`src/rtl/tictactoe_move_ctrl_if.sv`:
```
// Move request / checker / board-state bundle between player logic, the move
// checker, the display/win logic and the move controller.
interface tictactoe_move_ctrl_if;
  logic       new_game;
  logic       move_valid;
  logic [3:0] move_idx;
  logic       move_ready;
  logic       illegal_move;
  logic [8:0] X_en;
  logic [8:0] O_en;
  logic [1:0] pos1, pos2, pos3, pos4, pos5, pos6, pos7, pos8, pos9;
  logic       turn;
  logic       move_ack;
  logic       move_nack;
  logic       timeout;
  logic       game_over;
  logic [1:0] winner;

  modport master (
    output new_game, move_valid, move_idx, illegal_move,
    input  move_ready, X_en, O_en,
           pos1, pos2, pos3, pos4, pos5, pos6, pos7, pos8, pos9,
           turn, move_ack, move_nack, timeout, game_over, winner
  );

  modport slave (
    input  new_game, move_valid, move_idx, illegal_move,
    output move_ready, X_en, O_en,
           pos1, pos2, pos3, pos4, pos5, pos6, pos7, pos8, pos9,
           turn, move_ack, move_nack, timeout, game_over, winner
  );
endinterface

```
`src/rtl/tictactoe_move_ctrl.sv`:
```
// Tic-tac-toe move writer: owns the board and turn, drives one-hot move enables,
// commits legal moves, detects win/draw and forfeits turns on timeout.
module tictactoe_line_chk (
  input  logic [1:0] a,
  input  logic [1:0] b,
  input  logic [1:0] c,
  input  logic [1:0] mark,
  output logic       win
);
  assign win = (a == mark) && (b == mark) && (c == mark);
endmodule

module tictactoe_move_ctrl #(
  parameter int TIMEOUT_CYCLES = 500_000_000,
  parameter int TO_W           = 29,
  parameter bit O_FIRST        = 1'b0
) (
  input logic                clk,
  input logic                rst_n,
  tictactoe_move_ctrl_if.slave bus
);
  typedef enum logic [1:0] {S_WAIT, S_CHECK, S_EVAL, S_DONE} state_t;

  localparam logic [1:0]      MARK_X  = 2'b01;
  localparam logic [1:0]      MARK_O  = 2'b10;
  localparam logic [1:0]      DRAW    = 2'b11;
  localparam logic [TO_W-1:0] TO_LAST = TO_W'(TIMEOUT_CYCLES - 1);
  // rows, columns, diagonals as square indices
  localparam int LINE_SQ [8][3] = '{'{0, 1, 2}, '{3, 4, 5}, '{6, 7, 8},
                                    '{0, 3, 6}, '{1, 4, 7}, '{2, 5, 8},
                                    '{0, 4, 8}, '{2, 4, 6}};

  state_t          state;
  logic [8:0][1:0] board;
  logic [3:0]      idx_r;
  logic [TO_W-1:0] to_cnt;
  logic            turn_r;
  logic [8:0]      x_en_r, o_en_r;
  logic            ack_r, nack_r, to_r, over_r;
  logic [1:0]      winner_r;

  logic [1:0]      mover;
  logic [8:0]      idx_oh;
  logic [7:0]      line_win;
  logic            board_full;

  assign mover  = turn_r ? MARK_O : MARK_X;
  assign idx_oh = 9'b1 << bus.move_idx;

  for (genvar g = 0; g < 8; g++) begin : g_line
    tictactoe_line_chk u_line (
      .a    (board[LINE_SQ[g][0]]),
      .b    (board[LINE_SQ[g][1]]),
      .c    (board[LINE_SQ[g][2]]),
      .mark (mover),
      .win  (line_win[g])
    );
  end

  always_comb begin
    board_full = 1'b1;
    for (int k = 0; k < 9; k++)
      if (board[k] == 2'b00) board_full = 1'b0;
  end

  always_ff @(posedge clk or negedge rst_n) begin
    if (!rst_n) begin
      state    <= S_WAIT;
      board    <= '0;
      idx_r    <= '0;
      to_cnt   <= '0;
      turn_r   <= O_FIRST;
      x_en_r   <= '0;
      o_en_r   <= '0;
      ack_r    <= 1'b0;
      nack_r   <= 1'b0;
      to_r     <= 1'b0;
      over_r   <= 1'b0;
      winner_r <= 2'b00;
    end else begin
      ack_r  <= 1'b0;
      nack_r <= 1'b0;
      to_r   <= 1'b0;
      if (bus.new_game) begin
        // in-flight moves and same-cycle requests are silently dropped
        state    <= S_WAIT;
        board    <= '0;
        idx_r    <= '0;
        to_cnt   <= '0;
        turn_r   <= O_FIRST;
        x_en_r   <= '0;
        o_en_r   <= '0;
        over_r   <= 1'b0;
        winner_r <= 2'b00;
      end else begin
        case (state)
          S_WAIT: begin
            if (bus.move_valid) begin
              // a request on the terminal count beats the timeout
              to_cnt <= '0;
              if (bus.move_idx <= 4'd8) begin
                state <= S_CHECK;
                idx_r <= bus.move_idx;
                if (turn_r) o_en_r <= idx_oh;
                else        x_en_r <= idx_oh;
              end else begin
                nack_r <= 1'b1;
              end
            end else if (to_cnt == TO_LAST) begin
              to_r   <= 1'b1;
              turn_r <= ~turn_r;
              to_cnt <= '0;
            end else begin
              to_cnt <= to_cnt + 1'b1;
            end
          end
          S_CHECK: begin
            x_en_r <= '0;
            o_en_r <= '0;
            to_cnt <= '0;
            if (bus.illegal_move) begin
              nack_r <= 1'b1;
              state  <= S_WAIT;
            end else begin
              board[idx_r] <= mover;
              ack_r        <= 1'b1;
              state        <= S_EVAL;
            end
          end
          S_EVAL: begin
            to_cnt <= '0;
            if (|line_win) begin
              state    <= S_DONE;
              over_r   <= 1'b1;
              winner_r <= mover;
            end else if (board_full) begin
              state    <= S_DONE;
              over_r   <= 1'b1;
              winner_r <= DRAW;
            end else begin
              turn_r <= ~turn_r;
              state  <= S_WAIT;
            end
          end
          S_DONE: to_cnt <= '0;
          default: state <= S_WAIT;
        endcase
      end
    end
  end

  assign bus.move_ready = (state == S_WAIT);
  assign bus.X_en       = x_en_r;
  assign bus.O_en       = o_en_r;
  assign bus.turn       = turn_r;
  assign bus.move_ack   = ack_r;
  assign bus.move_nack  = nack_r;
  assign bus.timeout    = to_r;
  assign bus.game_over  = over_r;
  assign bus.winner     = winner_r;
  assign bus.pos1       = board[0];
  assign bus.pos2       = board[1];
  assign bus.pos3       = board[2];
  assign bus.pos4       = board[3];
  assign bus.pos5       = board[4];
  assign bus.pos6       = board[5];
  assign bus.pos7       = board[6];
  assign bus.pos8       = board[7];
  assign bus.pos9       = board[8];
endmodule

```
`src/flat_wrapper.sv`:
```
// flat-port wrapper written by rule: the top's interface ports become plain ports
module tictactoe_move_ctrl_flat 
#(
  parameter int TIMEOUT_CYCLES = 500_000_000,
  parameter int TO_W           = 29,
  parameter bit O_FIRST        = 1'b0
)
  (clk, rst_n, bus_new_game, bus_move_valid, bus_move_idx, bus_illegal_move, bus_move_ready, bus_X_en, bus_O_en, bus_pos1, bus_pos2, bus_pos3, bus_pos4, bus_pos5, bus_pos6, bus_pos7, bus_pos8, bus_pos9, bus_turn, bus_move_ack, bus_move_nack, bus_timeout, bus_game_over, bus_winner);
  tictactoe_move_ctrl_if bus_i ();
  input logic clk;
  input logic rst_n;
  input wire logic [$bits(bus_i.new_game)-1:0] bus_new_game;
  input wire logic [$bits(bus_i.move_valid)-1:0] bus_move_valid;
  input wire logic [$bits(bus_i.move_idx)-1:0] bus_move_idx;
  input wire logic [$bits(bus_i.illegal_move)-1:0] bus_illegal_move;
  output wire logic [$bits(bus_i.move_ready)-1:0] bus_move_ready;
  output wire logic [$bits(bus_i.X_en)-1:0] bus_X_en;
  output wire logic [$bits(bus_i.O_en)-1:0] bus_O_en;
  output wire logic [$bits(bus_i.pos1)-1:0] bus_pos1;
  output wire logic [$bits(bus_i.pos2)-1:0] bus_pos2;
  output wire logic [$bits(bus_i.pos3)-1:0] bus_pos3;
  output wire logic [$bits(bus_i.pos4)-1:0] bus_pos4;
  output wire logic [$bits(bus_i.pos5)-1:0] bus_pos5;
  output wire logic [$bits(bus_i.pos6)-1:0] bus_pos6;
  output wire logic [$bits(bus_i.pos7)-1:0] bus_pos7;
  output wire logic [$bits(bus_i.pos8)-1:0] bus_pos8;
  output wire logic [$bits(bus_i.pos9)-1:0] bus_pos9;
  output wire logic [$bits(bus_i.turn)-1:0] bus_turn;
  output wire logic [$bits(bus_i.move_ack)-1:0] bus_move_ack;
  output wire logic [$bits(bus_i.move_nack)-1:0] bus_move_nack;
  output wire logic [$bits(bus_i.timeout)-1:0] bus_timeout;
  output wire logic [$bits(bus_i.game_over)-1:0] bus_game_over;
  output wire logic [$bits(bus_i.winner)-1:0] bus_winner;
  assign bus_i.new_game = bus_new_game;
  assign bus_i.move_valid = bus_move_valid;
  assign bus_i.move_idx = bus_move_idx;
  assign bus_i.illegal_move = bus_illegal_move;
  assign bus_move_ready = bus_i.move_ready;
  assign bus_X_en = bus_i.X_en;
  assign bus_O_en = bus_i.O_en;
  assign bus_pos1 = bus_i.pos1;
  assign bus_pos2 = bus_i.pos2;
  assign bus_pos3 = bus_i.pos3;
  assign bus_pos4 = bus_i.pos4;
  assign bus_pos5 = bus_i.pos5;
  assign bus_pos6 = bus_i.pos6;
  assign bus_pos7 = bus_i.pos7;
  assign bus_pos8 = bus_i.pos8;
  assign bus_pos9 = bus_i.pos9;
  assign bus_turn = bus_i.turn;
  assign bus_move_ack = bus_i.move_ack;
  assign bus_move_nack = bus_i.move_nack;
  assign bus_timeout = bus_i.timeout;
  assign bus_game_over = bus_i.game_over;
  assign bus_winner = bus_i.winner;
  tictactoe_move_ctrl #(.TIMEOUT_CYCLES(TIMEOUT_CYCLES), .TO_W(TO_W), .O_FIRST(O_FIRST)) u_core (.clk(clk), .rst_n(rst_n), .bus(bus_i));
endmodule
```
`config.mk`:
```
export PLATFORM = sky130hd
export DESIGN_NAME = tictactoe_move_ctrl_flat
export DESIGN_NICKNAME = d
export VERILOG_FILES = /design/src/rtl/tictactoe_move_ctrl_if.sv /design/src/rtl/tictactoe_move_ctrl.sv /design/src/flat_wrapper.sv
export SDC_FILE = /design/constraint.sdc
export NUM_CORES = 1
export LEC_CHECK = 0
export ABC_AREA = 1
export CORE_MARGIN = 4
export CORE_UTILIZATION = 30
export CTS_CLUSTER_DIAMETER = 60
export DETAILED_ROUTE_END_ITERATION = 10
export PLACE_DENSITY = 0.48
export SYNTH_ARGS = -nofsm -noshare
export SYNTH_HDL_FRONTEND = slang
export SYNTH_HIERARCHICAL = 1
export SYNTH_SLANG_ARGS = --single-unit
```
`constraint.sdc`:
```
create_clock -name clk -period 2.1 [get_ports clk]
set_input_delay 0.315 -clock clk [delete_from_list [all_inputs] [get_ports clk]]
set_output_delay 0.315 -clock clk [all_outputs]
set_load 0.02 [all_outputs]
```
==> results of run 1 <==
-- what timing repair did --
item                       in CTS  in global routing
buffers inserted                0                  1
setup endpoints to repair       0                  8
resized for setup               0                  3
-- cell families (layout without fill, tap and decap cells) --
| kind of cell | count (synthesis) | count (layout) |
|---|---|---|
| XOR/XNOR | 4 | 4 |
| flip-flops | 78 | 78 |
| AO/OA/AOI/OAI | 88 | 88 |
| buffers and inverters | 83 | 159 |
| adder cells (fa/ha/maj) | 5 | 5 |
| AND/OR/NAND/NOR | 414 | 414 |
-- path summary, 6_finish.rpt --
kind                                  startpoint                  to  slack, ps  depth (start not counted)
min in group clk                u_core/to_cnt[0]    u_core/to_cnt[0]        490                          1
max in group asynchronous                  rst_n     u_core/idx_r[1]       1440                          2
worst max register to register   u_core/state[1]  u_core/bus.X_en[3]        230                         10
worst min register to register  u_core/to_cnt[0]    u_core/to_cnt[0]        490                          1
worst min-delay path                       rst_n   u_core/to_cnt[22]          6                          1
worst max-delay path             u_core/bus.turn            bus_turn        120                          2
-- power by group through the flow --
stage	logic, W	clock network [W]	registers [W]
2_1_floorplan	0.000849	0	0.00181
3_3_place_gp	0.00152	0	0.00172
3_5_place_dp	0.00153	0	0.00172
4_1_cts	0.00154	0.00171	0.00169
5_1_grt	0.00176	0.00179	0.00171
6_report	0.00158	0.00167	0.00170
-- layer usage --
| layer | vias up | track usage [%] | part of all wire [%] | routed length [um] |
|---|---|---|---|---|
| met5 | - | 0 | 0 | 0 |
| met2 | 132 | 25.82 | 46 | 6402 |
| met1 | 2239 | 22.13 | 48 | 6641 |
| met4 | 0 | 4.171 | 0.91 | 126 |
| met3 | 8 | 2.568 | 4.7 | 643 |
| li1 | 2311 | - | - | - |
-- metrics by stage --
stage | cell area [um2] | power, W | hold slack, ps
after global routing | 5906 | 0.005259 | 58.01
after detailed placement | 5562 | 0.003254 | 393.7
final | 5906 | 0.004948 | 5.754
after floorplan | 4695 | 0.002663 | 19.41
after CTS | 5874 | 0.004942 | 38.66
after global placement | 5562 | 0.003242 | 388.6
-- layout by cell type (no fill, tap or decap), types with 3 or more instances in the layout --
| master | Yosys | layout |
|---|---|---|
| o21ai_0 | 47 | 47 |
| nor3_2 | 6 | 6 |
| a21oi_1 | 7 | 7 |
| nor2_4 | 8 | 8 |
| nand3_2 | 3 | 3 |
| nand2_4 | 2 | 3 |
| nand2_1 | 205 | 205 |
| nand2_2 | 5 | 4 |
| ha_1 | 5 | 5 |
| inv_1 | 68 | 67 |
| clkbuf_16 | 0 | 9 |
| inv_2 | 6 | 6 |
| dfrtp_1 | 78 | 78 |
| nor2_2 | 5 | 5 |
| nor2_1 | 102 | 102 |
| buf_4 | 2 | 17 |
| clkdlybuf4s50_1 | 0 | 50 |
| nand4_1 | 6 | 6 |
| o22ai_1 | 13 | 13 |
| nand3_1 | 40 | 40 |
| o21ai_1 | 18 | 18 |
| nor3_1 | 24 | 24 |
-- layout make-up --
type,instances,area share [%]
inverter,74,4.767
timing repair buffer,70,11.53
clock buffer,9,3.814
tap,211,4.470
sequential,78,33.05
clock inverter,6,1.483
multi-input combinational,511,40.89
-- sequential cells by signal, summed over array words and instances, names as in the netlist, 2 cells and up --
signal             flops
u_core/idx_r           4
u_core/bus.O_en        9
u_core/bus.pos3        2
u_core/bus.pos7        2
u_core/state           2
u_core/bus.pos9        2
u_core/bus.pos6        2
u_core/bus.pos5        2
u_core/bus.pos1        2
u_core/bus.pos2        2
u_core/bus.pos4        2
u_core/bus.X_en        9
u_core/bus.winner      2
u_core/to_cnt         29
u_core/bus.pos8        2
==> qor.txt, run 1 <==
core area -> 15260 um2
Clock Latency Late Sink -> 330 ps
max incr delay on CP -> 650 ps
post-synth top area share -> 41.58%
minimum clock period -> 1983 ps
worst slew pin tran -> 654.5 ps
ratio of cells with drive above 1 in the final layout -> 10.03%
syn avg cell area -> 6.986 um2
YS warnings -> 6
First-pass DRT Iterations -> 5
htree depth -> 3
crit end category -> primary output
CP top delay family -> buffers and inverters
Max Clock Freq -> 504.2 MHz
I/O Buffers -> 52
CP required -> 1780 ps
final cell count without fillers -> 959
initial antenna violation count -> 0
mux share of post-synthesis cell area -> 0%
WL final -> 13.81 mm
vias in the first global route -> 4475
Synth Area in XOR/XNOR -> 0.7463%
Residual DRC -> 0
DP Wirelength -> 10.27 mm
setup repair after global routing missed its margin -> no
Synth cell types -> 34
top cells by instance count after synthesis -> nand2_1, nor2_1, dfrtp_1
Clock transition at path regs -> 60 ps
sequential cell fraction of total power -> 34.3%
crit path cell chain -> buf_4 -> clkdlybuf4s50_1
Final Hold Vio Count -> 0
GR Util All Layers -> 15.89%
gpl congestion -> 0.9007
area of the multi-input gates -> 2415 um2
Sum Neg Setup Slack -> 0 ps
Pwr Density -> 837.8 nW/um2
DRT antenna net count -> 0
maximum vdd drop -> 0.3895 mV
Seq/Total Area, Yosys -> 41.58%
Mapped Cells -> 672
Initial Utilization -> 30.77%
Final setup viols -> 0
Final Max Tran Viols -> 0
crit path max fanout -> 22
buffers and inverters on the worst path -> 2
nets -> 758
most frequent cell after synthesis -> nand2_1
MaxCap Viol Count -> 0
Via density -> 4.891
Vias -> 4690
CTS tree -> built
Ports -> 53
Post-Route Utilization -> 38.70%
Avg WL per Cell -> 14.40 um
Post-synth EDFFs -> 0
CTS buffer count -> 9
Root Buffer -> clkbuf_16
#FFs+latches synth -> 78
grt ovf -> 0
# rows -> 45
fillers -> 1656
Post-Place Setup Slack -> 67.38 ps
largest family of logic cells by synthesized area -> simple AND/OR/NAND/NOR gates
CTS sink cnt -> 78
Logic pwr share -> 32.0%
Post-Synth Adder-Cell Area -> 1.333%
final worst slack -> 116.8 ps
slowest stage cell, crit path -> clkdlybuf4s50_1
worst min path class -> input port to asynchronous set/reset pin
Syn Nets -> 686
post-synthesis cell area -> 4695 um2
crit path DAT -> 1670 ps
placed insts -> 943
1st-iter DRT viols -> 319
Synth Area in Simple Gates -> 39.29%
Die Span X -> 133.1 um
clock share of power -> 33.7%
Die Span Y -> 133.1 um
Clock Skew -> 6.068 ps
Synth area leaders -> dfrtp_1, nand2_1, nor2_1, inv_1, o21ai_0
switching part of the total -> 35.06%
status -> completed
pin count of the biggest net entering global routing -> 50
register area -> 1952 um2
period utilization -> 94.44%
Lkg Pwr -> 2.600 nW
Setup crit start kind -> flip-flop
Slew headroom -> 56.37%
asr flop ratio synth -> 100.0%
Synth area leader -> dfrtp_1
Syn-to-layout area delta -> 25.80%
crit path kind -> flip-flop to primary output
first-pass GRT wire length -> 22.95 mm
Switch Pwr -> 0.001735 W
Top FF cell, synth -> dfrtp_1
post-synthesis compound-gate area fraction -> 9.968%
# diodes -> 0
DIE AREA -> 17710 um2
Hold-fix buffers, CTS -> 0
Int Pwr -> 0.003213 W
Bufs on Longest Clock Path -> 2
No activity file was read; power rests on OpenSTA's default activity.
==> inputs of run 2 (changes only) <==
- SYNTH_HIERARCHICAL: 1 -> default
==> qor.txt, run 2 <==
Logic pwr share -> 27.6% (was 32.0%)
Final setup viols -> 0 (unchanged)
post-route cell area -> 5597 um2 (was 5906 um2)
Pwr Density -> 854.5 nW/um2 (was 837.8 nW/um2)
I/O Buffers -> 52 (unchanged)
DP Wirelength -> 8.569 mm (was 10.27 mm)
htree depth -> 3 (unchanged)
CTS sink cnt -> 78 (unchanged)
WL final -> 11.51 mm (was 13.81 mm)
# rows -> 44 (was 45)
Root Buffer -> clkbuf_16 (unchanged)
maximum vdd drop -> 0.3264 mV (was 0.3895 mV)
Vias -> 3923 (was 4690)
minimum clock period -> 2005 ps (was 1983 ps)
Clock Skew -> 6.407 ps (was 6.068 ps)
first-pass GRT wire length -> 19.41 mm (was 22.95 mm)
crit path DAT -> 1690 ps (was 1670 ps)
post-synthesis cell area -> 4407 um2 (was 4695 um2)
CP required -> 1780 ps (about the same)
Sum Neg Setup Slack -> 0 ps (unchanged)
GR Util All Layers -> 14.74% (was 15.89%)
Synth area leader -> dfrtp_1 (unchanged)
Lkg Pwr -> 2.443 nW (was 2.600 nW)
Synth cell types -> 40 (was 34)
top cells by instance count after synthesis -> nand2_1, inv_1, dfrtp_1 (was nand2_1, nor2_1, dfrtp_1)
most frequent cell after synthesis -> nand2_1 (unchanged)
max reg flops -> 29 (unchanged)
Ports -> 53 (unchanged)
syn avg cell area -> 7.677 um2 (was 6.986 um2)
Int Pwr -> 0.003262 W (was 0.003213 W)
# diodes -> 0 (unchanged)
Final Hold Vio Count -> 0 (unchanged)
post-synth top area share -> 44.29% (was 41.58%)
First-pass DRT Iterations -> 5 (unchanged)
Top reg by flops -> u_core.to_cnt (was u_core/to_cnt)
CTS buffer count -> 9 (unchanged)
gpl congestion -> 0.8420 (was 0.9007)
placed insts -> 814 (was 943)
ratio of cells with drive above 1 in the final layout -> 10.36% (was 10.03%)
Post-CTS Setup Inserts -> 0 (unchanged)
#FFs+latches synth -> 78 (unchanged)
YS warnings -> 0 (was 6)
Syn Nets -> 588 (was 686)
Bufs on Longest Clock Path -> 2 (unchanged)
setup repair after global routing missed its margin -> no (unchanged)
Post-synth EDFFs -> 0 (unchanged)
vias in the first global route -> 3834 (was 4475)
CTS tree -> built (unchanged)
Seq/Total Area, Yosys -> 44.29% (was 41.58%)
nets -> 656 (was 758)
Hold WS -> 483.7 ps (was 5.754 ps)
switching part of the total -> 31.78% (was 35.06%)
worst slew pin tran -> 476.6 ps (was 654.5 ps)
Die Span Y -> 129.2 um (was 133.1 um)
Max Clock Freq -> 498.6 MHz (was 504.2 MHz)
Via density -> 4.721 (was 4.891)
DRT antenna net count -> 0 (unchanged)
sequential cell fraction of total power -> 34.2% (was 34.3%)
period utilization -> 95.50% (was 94.44%)
crit end category -> primary output (unchanged)
Mapped Cells -> 574 (was 672)
Initial Utilization -> 30.44% (was 30.77%)
worst min path class -> input port to asynchronous set/reset pin (unchanged)
crit path kind -> flip-flop to primary output (unchanged)
Clock transition at path regs -> 60 ps (about the same)
Residual DRC -> 0 (unchanged)
core area -> 14480 um2 (was 15260 um2)
initial antenna violation count -> 0 (unchanged)
Die Span X -> 129.2 um (was 133.1 um)
status -> completed (unchanged)
Avg WL per Cell -> 13.85 um (was 14.40 um)
fillers -> 1495 (was 1656)
pin count of the biggest net entering global routing -> 47 (was 50)
worst reg-to-reg path cell count -> 13 (was 10)
Slew headroom -> 68.23% (was 56.37%)
Final Max Tran Viols -> 0 (unchanged)
crit path max fanout -> 19 (was 22)
MaxCap Viol Count -> 0 (unchanged)
grt ovf -> 0 (unchanged)
final cell count without fillers -> 831 (was 959)
Synth area leaders -> dfrtp_1, nand2_1, inv_1, nor2_1, nand3_1 (was dfrtp_1, nand2_1, nor2_1, inv_1, o21ai_0)
most frequent cells in the layout -> nand2_1, inv_1, dfrtp_1, nor2_1, clkdlybuf4s50_1 (was nand2_1, nor2_1, dfrtp_1, inv_1, clkdlybuf4s50_1)
Post-DP Area -> 5239 um2 (was 5562 um2)
Top FF cell, synth -> dfrtp_1 (unchanged)
Post-Route Utilization -> 38.65% (was 38.70%)
DIE AREA -> 16690 um2 (was 17710 um2)
asr flop ratio synth -> 100.0% (unchanged)
1st-iter DRT viols -> 214 (was 319)
Switch Pwr -> 0.001520 W (was 0.001735 W)
Setup crit start kind -> flip-flop (unchanged)
Syn-to-layout area delta -> 27.00% (was 25.80%)
Clock Latency Late Sink -> 340 ps (was 330 ps)
clock share of power -> 38.2% (was 33.7%)
most common library cell in the layout ignoring fill and taps -> nand2_1 (unchanged)
## run 2: cell count changes in the layout (fill, tap and decap cells not counted), moves of 7 or more
cell	previous run	this run
o21ai_1	18	5
a21oi_1	7	15
nand2_1	205	149
nand3_1	40	24
inv_1	67	83
nand4_1	6	13
o21ai_0	47	19
nor2_1	102	68
## run 2: area by class of cell
class	instances	area, um2	share of cell area [%]
multi-input cells	395	2029	36.26
flip-flops and latches	78	1952	34.88
repair buffers	69	696.9	12.45
inverters	89	339.1	6.059
clock buffers	11	242.7	4.337
well taps	184	230.2	4.114
clock inverters	5	106.4	1.900
## run 2: kinds of logic after synthesis
family                   after synthesis  share of synthesized area [%]
adder cells (fa/ha/maj)                5                          1.420
AO/OA/AOI/OAI                         70                          9.795
flip-flops                            78                          44.29
XOR/XNOR                               6                          1.192
AND/OR/NAND/NOR                      314                          33.65
buffers and inverters                101                          9.653
## run 2: timing repair
item	CTS	global route
endpoints found under the setup margin	1	0
endpoints found under the hold margin	32	0
resized for setup	1	0
hold buffers	1	0
## run 2: worst paths after layout
kind | from | end | slack (ps)
setup / recovery | u_core.bus.turn | bus_turn | 90
hold / removal | rst_n | u_core.bus.winner[0] | 480
setup reg to reg | u_core.bus.turn | u_core.bus.turn | 270
hold reg to reg | u_core.to_cnt[0] | u_core.to_cnt[0] | 490
max in group asynchronous | rst_n | u_core.to_cnt[3] | 1010
min in group clk | u_core.to_cnt[0] | u_core.to_cnt[0] | 490
## run 2: critical path: stages, from the launching register on
cell             delay [ps]
dfrtp_1                 410
buf_4                   280
clkdlybuf4s50_1         650
## run 2: power by group through the flow
stage / sequential, W / combinational (W) / clock (W)
5_1_grt: 0.00165 / 0.00147 / 0.00194
6_report: 0.00164 / 0.00132 / 0.00183
4_1_cts: 0.00164 / 0.00134 / 0.00188
3_5_place_dp: 0.00166 / 0.00134 / 0
2_1_floorplan: 0.00171 / 0.000802 / 0
3_3_place_gp: 0.00166 / 0.00133 / 0
## run 2: per-layer routing
layer | routed length, um | part of all wire, % | GRT usage [%]
met1 | 5626 | 49 | 20.37
met2 | 5089 | 44 | 22.38
met3 | 499 | 4.3 | 2.844
met4 | 295 | 2.6 | 6.671
met5 | 0 | 0 | 0
## run 2: per-stage QoR
stage,worst slack [ps],power (W)
3_5_place_dp,128.5,0.003002
4_1_cts,67.10,0.004854
6_report,94.58,0.004782
2_1_floorplan,234.1,0.002512
3_3_place_gp,158.9,0.002992
5_1_grt,30.70,0.005054
==> inputs of run 3 (changes only) <==
- GPL_ROUTABILITY_DRIVEN: default -> 1
- TNS_END_PERCENT: default -> 20
==> results of run 3 <==
Same layout as run 2: the final DEF is identical, and so are final timing and power.
